==> config.mk <==
export PLATFORM = sky130hd
export DESIGN_NAME = key_event_ctrl
export DESIGN_NICKNAME = d
export VERILOG_FILES = /design/src/rtl/key_event_ctrl.sv
export SDC_FILE = /design/constraint.sdc
export NUM_CORES = 1
export LEC_CHECK = 0
export CORE_UTILIZATION = 35
export CTS_BUF_LIST = sky130_fd_sc_hd__clkbuf_8 sky130_fd_sc_hd__clkbuf_16
export DETAILED_ROUTE_END_ITERATION = 10
export PLACE_DENSITY_LB_ADDON = 0.15
export RECOVER_POWER = 50
export SYNTH_ARGS = -nofsm -noshare
export SYNTH_HDL_FRONTEND = slang
export SYNTH_SLANG_ARGS = --single-unit
==> constraint.sdc <==
create_clock -name clk -period 5 [get_ports clk]
set_input_delay 0.75 -clock clk [delete_from_list [all_inputs] [get_ports clk]]
set_output_delay 0.75 -clock clk [all_outputs]
set_load 0.005 [all_outputs]
==> src/rtl/key_event_ctrl.sv <==
// Front-panel key controller: sync/debounce N keys, classify SHORT/LONG/REPEAT,
// and serialise one pending event per key onto a valid/ready stream.
module key_event_ctrl #(
  parameter int N_KEYS        = 4,
  parameter bit ACTIVE_LOW    = 1'b1,
  parameter int DEB_CYCLES    = 270000,
  parameter int LONG_CYCLES   = 27000000,
  parameter int REPEAT_CYCLES = 5400000,
  localparam int KW = (N_KEYS > 1) ? $clog2(N_KEYS) : 1
) (
  input  logic              clk,
  input  logic              nrst,
  input  logic [N_KEYS-1:0] key_raw,
  input  logic              ev_ready,
  output logic              ev_valid,
  output logic [KW-1:0]     ev_key,
  output logic [1:0]        ev_type,
  output logic [N_KEYS-1:0] key_level,
  output logic              overflow
);

  localparam int DW   = (DEB_CYCLES > 1) ? $clog2(DEB_CYCLES) : 1;
  localparam int HMAX = (LONG_CYCLES > REPEAT_CYCLES) ? LONG_CYCLES : REPEAT_CYCLES;
  localparam int HW   = (HMAX > 1) ? $clog2(HMAX) : 1;

  localparam logic [DW-1:0] DEB_LAST  = DW'(DEB_CYCLES - 1);
  localparam logic [HW-1:0] LONG_LAST = HW'(LONG_CYCLES - 1);
  localparam logic [HW-1:0] RPT_LAST  = HW'(REPEAT_CYCLES - 1);

  localparam logic [1:0] EV_NONE   = 2'b00;
  localparam logic [1:0] EV_SHORT  = 2'b01;
  localparam logic [1:0] EV_LONG   = 2'b10;
  localparam logic [1:0] EV_REPEAT = 2'b11;

  typedef enum logic [1:0] {IDLE, HELD, RPT} key_state_t;

  logic [N_KEYS-1:0] sync1, sync2, pressed;
  logic [DW-1:0]     deb_cnt [N_KEYS];

  key_state_t        state     [N_KEYS];
  key_state_t        state_nxt [N_KEYS];
  logic [HW-1:0]     hold_cnt  [N_KEYS];
  logic [HW-1:0]     hold_nxt  [N_KEYS];
  logic [N_KEYS-1:0] post;
  logic [1:0]        post_type [N_KEYS];

  logic [N_KEYS-1:0] pend;
  logic [1:0]        ptype [N_KEYS];
  logic [KW-1:0]     ptr;
  logic              load, grant;
  logic [KW-1:0]     grant_idx;
  logic [KW-1:0]     slot_idx;
  int unsigned       slot;

  // Synchronisers come out of reset holding the released pad level.
  always_ff @(posedge clk or negedge nrst) begin
    if (!nrst) begin
      sync1 <= {N_KEYS{ACTIVE_LOW}};
      sync2 <= {N_KEYS{ACTIVE_LOW}};
    end else begin
      sync1 <= key_raw;
      sync2 <= sync1;
    end
  end

  assign pressed = sync2 ^ {N_KEYS{ACTIVE_LOW}};

  always_ff @(posedge clk or negedge nrst) begin
    if (!nrst) begin
      key_level <= '0;
      for (int unsigned i = 0; i < N_KEYS; i++) deb_cnt[i] <= '0;
    end else begin
      for (int unsigned i = 0; i < N_KEYS; i++) begin
        if (pressed[i] == key_level[i]) begin
          deb_cnt[i] <= '0;
        end else if (deb_cnt[i] == DEB_LAST) begin
          deb_cnt[i]   <= '0;
          key_level[i] <= ~key_level[i];
        end else begin
          deb_cnt[i] <= deb_cnt[i] + 1'b1;
        end
      end
    end
  end

  always_ff @(posedge clk or negedge nrst) begin
    if (!nrst) begin
      for (int unsigned i = 0; i < N_KEYS; i++) begin
        state[i]    <= IDLE;
        hold_cnt[i] <= '0;
      end
    end else begin
      for (int unsigned i = 0; i < N_KEYS; i++) begin
        state[i]    <= state_nxt[i];
        hold_cnt[i] <= hold_nxt[i];
      end
    end
  end

  // Release wins over a coinciding LONG/REPEAT terminal count.
  always_comb begin
    post = '0;
    for (int unsigned i = 0; i < N_KEYS; i++) begin
      state_nxt[i] = state[i];
      hold_nxt[i]  = hold_cnt[i];
      post_type[i] = EV_NONE;
      case (state[i])
        IDLE: begin
          if (key_level[i]) begin
            state_nxt[i] = HELD;
            hold_nxt[i]  = '0;
          end
        end
        HELD: begin
          if (!key_level[i]) begin
            post[i]      = 1'b1;
            post_type[i] = EV_SHORT;
            state_nxt[i] = IDLE;
          end else if (hold_cnt[i] == LONG_LAST) begin
            post[i]      = 1'b1;
            post_type[i] = EV_LONG;
            hold_nxt[i]  = '0;
            state_nxt[i] = RPT;
          end else begin
            hold_nxt[i] = hold_cnt[i] + 1'b1;
          end
        end
        RPT: begin
          if (!key_level[i]) begin
            state_nxt[i] = IDLE;
          end else if (hold_cnt[i] == RPT_LAST) begin
            post[i]      = 1'b1;
            post_type[i] = EV_REPEAT;
            hold_nxt[i]  = '0;
          end else begin
            hold_nxt[i] = hold_cnt[i] + 1'b1;
          end
        end
        default: state_nxt[i] = IDLE;
      endcase
    end
  end

  // Round-robin search starting at ptr, wrapping at N_KEYS.
  always_comb begin
    load      = !ev_valid || ev_ready;
    grant     = 1'b0;
    grant_idx = '0;
    slot      = '0;
    slot_idx  = '0;
    for (int unsigned i = 0; i < N_KEYS; i++) begin
      slot = 32'(ptr) + i;
      if (slot >= N_KEYS) slot = slot - N_KEYS;
      slot_idx = KW'(slot);
      if (load && !grant && pend[slot_idx]) begin
        grant     = 1'b1;
        grant_idx = slot_idx;
      end
    end
  end

  always_ff @(posedge clk or negedge nrst) begin
    if (!nrst) begin
      ev_valid <= 1'b0;
      ev_key   <= '0;
      ev_type  <= EV_NONE;
      ptr      <= '0;
      overflow <= 1'b0;
      pend     <= '0;
      for (int unsigned i = 0; i < N_KEYS; i++) ptype[i] <= EV_NONE;
    end else begin
      if (load) begin
        ev_valid <= grant;
        if (grant) begin
          ev_key  <= grant_idx;
          ev_type <= ptype[grant_idx];
          ptr     <= (grant_idx == KW'(N_KEYS - 1)) ? '0 : grant_idx + 1'b1;
        end
      end
      // A grant reads the old type, so a same-cycle post simply stays pending.
      for (int unsigned i = 0; i < N_KEYS; i++) begin
        if (post[i]) begin
          pend[i]  <= 1'b1;
          ptype[i] <= post_type[i];
          if (pend[i] && !(grant && grant_idx == KW'(i))) overflow <= 1'b1;
        end else if (grant && grant_idx == KW'(i)) begin
          pend[i] <= 1'b0;
        end
      end
    end
  end

endmodule
==> impl_metrics.tcl, run 1 <==
set metrics [dict create \
    cp_max_fo 102 \
    layout_commonest_cell "dfrtp_1" \
    hold_viol 0 \
    critical-path-top-delay-family "buffers and inverters" \
    ys_async_sr_fraction_pct 100 \
    drc 0 \
    max_slew_margin_pct -79.8 \
    dr.pass1.iters 6 \
    leakage_nw 5.42 \
    fmax_ghz 0.319 \
    wl_per_cell_microns 14.0 \
    hold_class "reg -> reg" \
    synth.yosys.warnings 0 \
    drt_iter0_markers 423 \
    fin_tns_setup_ns 0 \
    die_area_sq_um 33700 \
    coreArea_sq_um 32500 \
    cts_tree "yes" \
    power_frac_clock_pct 49.3 \
    grt_pass1_vias 8401 \
    synth_ff_type "dfrtp_1" \
    grt-ovfl-total 0 \
    fin_hold_ws_ns 0.354 \
    cts_buffers 27 \
    start_util_pct 35.5 \
    cts_sinks 216 \
    grt_usage_pct 15.0 \
    synth_seq_area_share_pct 46.9 \
    hpwl_microns 16100 \
    grt_pass1_wl_microns 42300 \
    n_fill_cell 3255 \
    p_seq_share_pct 44.7 \
    max_stage_delay_ns 1.77 \
    final_nets 1298 \
    via_per_inst 5.04 \
    vias 8688 \
    setup_viol 0 \
    combPwrFrac_pct 6.0 \
    synth_edf_count 0 \
    avgSynthCellArea_sq_um 9.27 \
    slowest_stage "clkbuf_2" \
    clockRootBuffer "clkbuf_16" \
    postCtsSetupRepairBufs 0 \
    cp-end-kind "asynchronous set/reset pin" \
    die_y_microns 184 \
    n_antenna_cell 0 \
    rows 66 \
    worstMarginPinSlew_ns 2.70 \
    swShare_pct 23.2 \
    min_period_ns 3.14 \
    clockBufferDepth 3 \
    p_int_mw 3.15 \
    synth_area_sq_um 11500 \
    gp_congestion 0.765 \
    rsz0062_at_grt "false" \
    status "finished, violations left" \
    port_buffers 16 \
    cp.required_ns 5.51 \
    failed_checks "max-capacitance violations, max-slew violations" \
    clk_latency_ns 0.54 \
    p_switching_uw 955 \
    htreeDepth 1 \
    slew_viol_final 103 \
    crit_type "in -> async" \
    grt_start_max_net_pins 103 \
    synth-seq-cells 216 \
    crit_chain "clkbuf_2 > clkbuf_2" \
    drive_gt1_share_pct 6.86 \
    fin_crit_sh_pct 62.7 \
    arrival_ns 3.64 \
    timing.critical_path.mode_cell "clkbuf_2" \
    cts-hold-fix-buffers 0 \
    max_cap_violations 1 \
    crit_path_start_kind "primary input" \
    ys_types 78 \
    io_pins 17 \
    ant_nets 0 \
    die_w_microns 184 \
    finClkSkew_ns 0.0100 \
    clk_pin_slew_ns 0.06 \
    syn_inst 1245 \
    vdd.ir_drop.worst_v 0.000211 \
    final_cell_mix "208 x dfrtp_1, 187 x nor2_1, 117 x nand2_1, 93 x nand3_1, 71 x xor2_1" \
    syn_nets 1279 \
    antenna_found_initial 0 \
    path_buf_inv 2 \
    wl_microns 24100 \
    postCtsResizedCells 0 \
    area_delta_synth_final_pct 13.3 \
    power.density_nw_per_um2 314 \
]
## cell type report
cell class | instances | area (sq um) | area share [%]
sequential | 216 | 5420 | 41.4
clock buffer | 33 | 758 | 5.80
timing repair buffer | 26 | 228 | 1.74
inverter | 53 | 199 | 1.52
clock inverter | 14 | 164 | 1.25
tap | 442 | 553 | 4.23
multi-input combinational | 940 | 5750 | 44.0
## registers in the layout (all words and copies together) (netlist names)
| signal | cells |
|---|---|
| state | 8 |
| ev_valid | 1 |
| pend | 4 |
| ev_key | 2 |
| ptr | 2 |
| overflow | 1 |
| key_level | 4 |
| ptype | 8 |
| deb_cnt | 76 |
| sync1 | 4 |
| sync2 | 4 |
| ev_type | 2 |
| hold_cnt | 100 |
## kinds of logic after synthesis
logic type	count (synthesis)	synth area share (%)
DFF	216	46.9
adders and majority gates	27	2.93
xor gates and xnor gates	120	9.11
muxes	12	1.18
buffers and inverters	89	3.24
AOI/OAI and AO/OA	178	9.97
and+or+nand+nor	603	26.6
## power groups by stage
| stage | registers (mW) | clock network (mW) | logic, mW |
|---|---|---|---|
| 6_report | 1.84 | 2.02 | 0.247 |
| 5_1_grt | 1.84 | 2.16 | 0.285 |
| 4_1_cts | 1.84 | 2.10 | 0.258 |
| 3_5_place_dp | 1.87 | 0 | 0.257 |
| 3_3_place_gp | 1.87 | 0 | 0.256 |
| 2_1_floorplan | 1.84 | 0 | 0.169 |
## per-stage QoR
step | setup WS (ns) | cell area [sq um] | std cells | utilization, % | total power, mW
floorplan | 2.37 | 11500 | 1245 | - | 2.01
global placement | 1.55 | 12200 | 1677 | 37.5 | 2.12
detailed placement | 1.45 | 12200 | 1677 | 37.5 | 2.12
CTS | 2.03 | 13100 | 1724 | 40.3 | 4.19
global route | 1.07 | 13100 | 1724 | 40.3 | 4.29
finish | 1.86 | 13100 | 1724 | 40.3 | 4.11
## Yosys cell counts, types with 9 or more instances
master      n  share of area, %
nand3_1    93               4.0
and2_1     10              0.54
o311ai_0   10              0.76
nand2_1   117               3.8
clkbuf_1   23              0.75
nor3_1     24               1.0
inv_1      53               1.7
ha_1       27               2.9
nand4_1    36               2.0
dfrtp_1   208                45
a21oi_1    40               1.7
nor4_1     14              0.76
a31oi_1    12              0.65
or3_1      18              0.98
and3_1     29               1.6
xor2_1     71               5.4
xnor2_1    49               3.7
nor2_1    187               6.1
nor4b_1     9              0.68
o21ai_0    50               2.2
## routing by layer
layer  up-vias  part of all wire [%]  global-route usage (%)
li1       4419                     -                       -
met1      4143                    51                    21.4
met2        92                    44                    23.6
met3        34                   2.9                    2.52
met4         0                   2.3                    3.73
met5         -                     0                       0
## path summary, 6_finish.rpt
| path | startpoint | endpoint | slack (ns) | cells after the start |
|---|---|---|---|---|
| max in group clk | ev_ready | overflow | 2.03 | 10 |
| min in group asynchronous | nrst | deb_cnt[53] | 0.97 | 1 |
| max | nrst | hold_cnt[89] | 1.86 | 2 |
| max reg2reg | state[5] | hold_cnt[66] | 2.22 | 9 |
| min reg2reg | sync1[0] | sync2[0] | 0.35 | 0 |
| min | sync1[0] | sync2[0] | 0.35 | 0 |
No activity file was read; power rests on OpenSTA's default activity.
==> run 2, diff against run 1 <==
==> constraint.sdc (replaced) <==
create_clock -name clk -period 2.78 [get_ports clk]
set_input_delay 0.417 -clock clk [delete_from_list [all_inputs] [get_ports clk]]
set_output_delay 0.417 -clock clk [all_outputs]
set_load 0.005 [all_outputs]
==> impl_metrics.tcl, run 2 (synthesized netlist as in run 1, its figures left out) <==
set metrics [dict create \
    regMostFlops "hold_cnt" \
    use_met3_pct 2.10 \
    wl_microns 24700 \
    fin_tns_setup_ns 0 \
    clk_pin_slew_ns 0.06 \
    seq_area_sq_um 5420 \
    grt_usage_pct 15.3 \
    finalInstanceArea_sq_um 13300 \
    combPwrFrac_pct 6.2 \
    swShare_pct 22.9 \
    multi_input_area_sq_um 5750 \
    htreeDepth 1 \
    die_y_microns 184 \
    cp-end-kind "flop" \
    arrival_ns 2.90 \
    power_frac_clock_pct 50.6 \
    port_buffers 16 \
    ff2ff_path_depth 8 \
    placed_cell_area_sq_um 12300 \
    wl_per_cell_microns 14.2 \
    crit_path_start_kind "flop" \
    n_antenna_cell 0 \
    vdd.ir_drop.worst_v 0.000451 \
    worstHoldPathCells 0 \
    p_int_mw 5.88 \
    grt_pass1_vias 8709 \
    layout_commonest_cell "dfrtp_1" \
    power.density_nw_per_um2 575 \
    setup_viol 0 \
    clockRootBuffer "clkbuf_16" \
    fmax_ghz 0.401 \
    postCtsSetupRepairBufs 0 \
    cts_buffers 26 \
    grt_pass1_wl_microns 43400 \
    max_cap_violations 0 \
    status "complete, no violations" \
    cts_tree "yes" \
    via_per_inst 5.08 \
    ant_nets 0 \
    rows 66 \
    antenna_found_initial 0 \
    cp.required_ns 3.19 \
    setup_slack_ns 0.286 \
    finClkSkew_ns 0.00665 \
    n_fill_cell 3207 \
    fin_crit_sh_pct 89.7 \
    slowest_stage "nor4_1" \
    rsz0062_at_grt "false" \
    clk_latency_ns 0.53 \
    grt-ovfl-total 0 \
    fin_hold_ws_ns 0.351 \
    min_period_ns 2.49 \
    p_switching_mw 1.75 \
    cp_max_fo 7 \
    crit_type "reg -> reg" \
    die_area_sq_um 33700 \
    grt_start_max_net_pins 70 \
    area_delta_synth_final_pct 15.0 \
    grt_use_met1_pct 21.6 \
    largest_register_ffs 100 \
    drt_iter0_markers 413 \
    top_regs "hold_cnt x100, deb_cnt x76" \
    use_met2_pct 24.3 \
    hold_class "reg -> reg" \
    hpwl_microns 16800 \
    fin_util_pct 40.9 \
    cts_sinks 216 \
    vias 8845 \
    start_util_pct 35.5 \
    die_w_microns 184 \
    gp_congestion 0.779 \
    hold_viol 0 \
    dr.pass1.iters 4 \
    clockBufferDepth 3 \
    drive_gt1_share_pct 8.08 \
    worstMarginPinSlew_ns 1.08 \
    crit_chain "inv_1 > ha_1 > nor3_1 > o21bai_1 > nor4_1 > nand3_1 > xor2_1 > nor2_1" \
    drc 0 \
    io_pins 17 \
    p_seq_share_pct 43.3 \
    final_cell_mix "208 x dfrtp_1, 187 x nor2_1, 117 x nand2_1, 93 x nand3_1, 71 x xor2_1" \
    slew_viol_final 0 \
    leakage_nw 5.53 \
    coreArea_sq_um 32500 \
    grt.busiest_layer "met2" \
    post-place-ws_ns 0.200 \
    max_slew_margin_pct 28.2 \
    max_stage_delay_ns 0.81 \
    final_nets 1314 \
]
==> run 2: changes by cell type in the layout (fill, tap and decap cells not counted), sizes merged <==
| cell | change |
|---|---|
| clkbuf | -1 |
| dlygate4sd3 | +1 |
| inv | +2 |
| buf | +13 |
| bufinv | +3 |
==> run 2: final cells by class <==
type	count	area share [%]
clock buffers	29	5.30
multi-input cells	940	43.3
inverters	53	1.50
flip-flops and latches	216	40.8
clock inverters	19	2.10
well taps	442	4.17
repair buffers	43	2.77
==> run 2: per-layer routing <==
metal | vias to the layer above | share of wire (%)
met5 | - | 0
met4 | 0 | 2.5
met3 | 39 | 2.1
met2 | 68 | 45
met1 | 4294 | 50
li1 | 4444 | -
==> run 2: what timing repair did <==
| action | 4_1_cts | 5_1_grt |
|---|---|---|
| setup endpoints to repair | 0 | 0 |
| resized for setup | 0 | 0 |
| hold buffers | 1 | 0 |
| hold endpoints to repair | 34 | 0 |
==> run 2: worst max-delay path, delay by kind of cell, from the launching register on <==
| kind | cells | cell delay (ns) |
|---|---|---|
| adder cells (fa/ha/maj) | 1 | 0.26 |
| XOR/XNOR | 1 | 0.18 |
| flip-flops | 1 | 0.41 |
| buffers and inverters | 1 | 0.10 |
| AO/OA/AOI/OAI | 1 | 0.13 |
| AND/OR/NAND/NOR | 4 | 1.30 |
==> run 2: worst paths after layout <==
check | start | to | slack (ns)
max in group asynchronous | nrst | deb_cnt[12] | 0.53
min in group asynchronous | nrst | deb_cnt[44] | 0.61
worst min register to register | sync1[3] | sync2[3] | 0.35
worst max register to register | state[5] | hold_cnt[74] | 0.29
worst min-delay path | sync1[3] | sync2[3] | 0.35
worst max-delay path | state[5] | hold_cnt[74] | 0.29
==> run 2: power by group through the flow <==
stage / Sequential [mW] / Clock [mW] / Combinational [mW]
2_1_floorplan: 3.31 / 0 / 0.303
3_3_place_gp: 3.36 / 0 / 0.495
3_5_place_dp: 3.36 / 0 / 0.492
4_1_cts: 3.30 / 3.99 / 0.496
5_1_grt: 3.31 / 4.12 / 0.542
6_report: 3.30 / 3.86 / 0.473
==> run 2: stage by stage <==
stage	power, mW	cells
after floorplan	3.61	1245
after global placement	3.85	1693
after detailed placement	3.85	1693
after CTS	7.79	1742
after global routing	7.97	1742
final	7.63	1742
==> run 3, diff against run 2 <==
--- a/config.mk
+++ b/config.mk
@@ -5,7 +5,7 @@
 export SDC_FILE = /design/constraint.sdc
 export NUM_CORES = 1
 export LEC_CHECK = 0
-export CORE_UTILIZATION = 35
+export CORE_UTILIZATION = 32
 export CTS_BUF_LIST = sky130_fd_sc_hd__clkbuf_8 sky130_fd_sc_hd__clkbuf_16
 export DETAILED_ROUTE_END_ITERATION = 10
 export PLACE_DENSITY_LB_ADDON = 0.15
==> impl_metrics.tcl, run 3 (synthesized netlist as in run 1, its figures left out) <==
set metrics [dict create \
    port_buffers 16 \
    max_slew_margin_pct -10.7 \
    slew_viol_final 157 \
    area_delta_synth_final_pct 15.7 \
    finalInstanceArea_sq_um 13300 \
    cp-end-kind "flop" \
    gp_congestion 0.792 \
    crit_path_start_kind "flop" \
    dp_cells 1718 \
    rrSetupSlack_ns 0.34 \
    arrival_ns 2.87 \
    top_regs "hold_cnt x100, deb_cnt x76" \
    status "finished, violations left" \
    fmax_ghz 0.410 \
    failed_checks "max-capacitance violations, max-slew violations" \
    max_cap_violations 3 \
    n_antenna_cell 0 \
    die_w_microns 192 \
    layout_commonest_cell "dfrtp_1" \
    clockRootBuffer "clkbuf_16" \
    final_cells 1773 \
    coreArea_sq_um 35500 \
    rr_endpoint "hold_cnt[68]" \
    hold_viol 0 \
    grt_start_max_net_pins 64 \
    wl_per_cell_microns 14.1 \
    worstMarginPinSlew_ns 1.66 \
    regMostFlops "hold_cnt" \
    vdd.ir_drop.worst_v 0.000595 \
    finClkSkew_ns 0.0202 \
    n_fill_cell 3534 \
    io_pins 17 \
    start_util_pct 32.5 \
    die_y_microns 192 \
    clk_latency_ns 0.56 \
    placed_cell_area_sq_um 12400 \
    grt-ovfl-total 0 \
    cts_buffers 29 \
    crit_type "reg -> reg" \
    drive_gt1_share_pct 8.77 \
    seq_area_sq_um 5420 \
    power.density_nw_per_um2 566 \
    die_area_sq_um 36800 \
    fin_tns_setup_ns 0 \
    rsz0062_at_grt "false" \
    grt_pass1_vias 8568 \
    setup_viol 0 \
    grt_usage_pct 14.0 \
    via_per_inst 5.00 \
    cp_max_fo 8 \
    ant_nets 0 \
    cts_tree "yes" \
    dr.pass1.iters 5 \
    largest_register_ffs 100 \
    min_period_ns 2.44 \
    fin_crit_sh_pct 87.7 \
    ff2ff_path_depth 7 \
    final_cell_mix "208 x dfrtp_1, 187 x nor2_1, 117 x nand2_1, 93 x nand3_1, 71 x xor2_1" \
    r2r_start "hold_cnt[56]" \
    antenna_found_initial 0 \
    rows 69 \
    cp.required_ns 3.21 \
    multi_input_area_sq_um 5770 \
    drt_iter0_markers 445 \
    cts_sinks 216 \
    grt_pass1_wl_microns 42600 \
    final_nets 1323 \
    clockBufferDepth 3 \
    drc 0 \
    hold_class "in -> async" \
    hpwl_microns 17000 \
    vias 8869 \
    htreeDepth 1 \
    finalPower_mw 7.55 \
    leakage_nw 5.58 \
    clk_pin_slew_ns 0.06 \
    wl_microns 25000 \
]
run 3: cell types whose count changed in the layout (fill, tap and decap cells not counted), moves of 2 or more:
cell	change
clkbuf_16	+2
clkbuf_4	-2
bufinv_16	-4
buf_4	+7
inv_1	+3
clkbuf_8	+5
run 3: per-stage QoR:
stage | util [%] | worst slack (ns) | hold WS (ns)
finish | 37.6 | 0.341 | 0.324
global route | 37.6 | 0.123 | 0.336
CTS | 37.7 | 0.227 | 0.229
detailed placement | 34.9 | 0.217 | 0.314
global placement | 34.9 | 0.310 | 0.312
floorplan | - | 0.483 | 0.121
run 3: report_power, final:
part	leakage [nW]	internal, mW	switching [mW]
combinational	2.10	0.200	0.273
clock	0.517	2.35	1.41
sequential	2.96	3.22	0.0936
total	5.58	5.77	1.78
run 3: worst max-delay path, cell delays in order, from the launching register on:
cell     delay, ns
dfrtp_1       0.43
or4b_1        0.56
nor4_2        0.25
nand4_2       0.25
a32o_2        0.36
nor2_4        0.23
buf_4         0.20
nor2_1        0.05
run 3: per-layer routing:
metal  GRT usage [%]  wire (microns)
met5               0               0
met4            4.30             625
met3            2.39             631
met2            22.5           11200
met1            19.2           12600
run 3: area by class of cell:
cell class / count / area share (%)
clock inverter: 18 / 1.24
multi-input combinational: 940 / 43.2
sequential: 216 / 40.6
timing repair buffer: 49 / 3.03
clock buffer: 36 / 6.16
inverter: 53 / 1.49
tap: 461 / 4.32
run 3: worst max-delay path by stage:
stage	endpoint	from	depth (start not counted)
after detailed placement	hold_cnt[91]	hold_cnt[75]	7
after floorplan	overflow	ev_ready	10
final	hold_cnt[68]	hold_cnt[56]	7
after global routing	hold_cnt[84]	hold_cnt[75]	7
after global placement	hold_cnt[74]	state[4]	8
after CTS	hold_cnt[93]	hold_cnt[75]	7
run 3: timing repair:
item,4_1_cts,5_1_grt
hold endpoints to repair,30,0
resized for setup,0,2
setup buffers,0,0
hold buffers,1,0
endpoints found under the setup margin,0,5
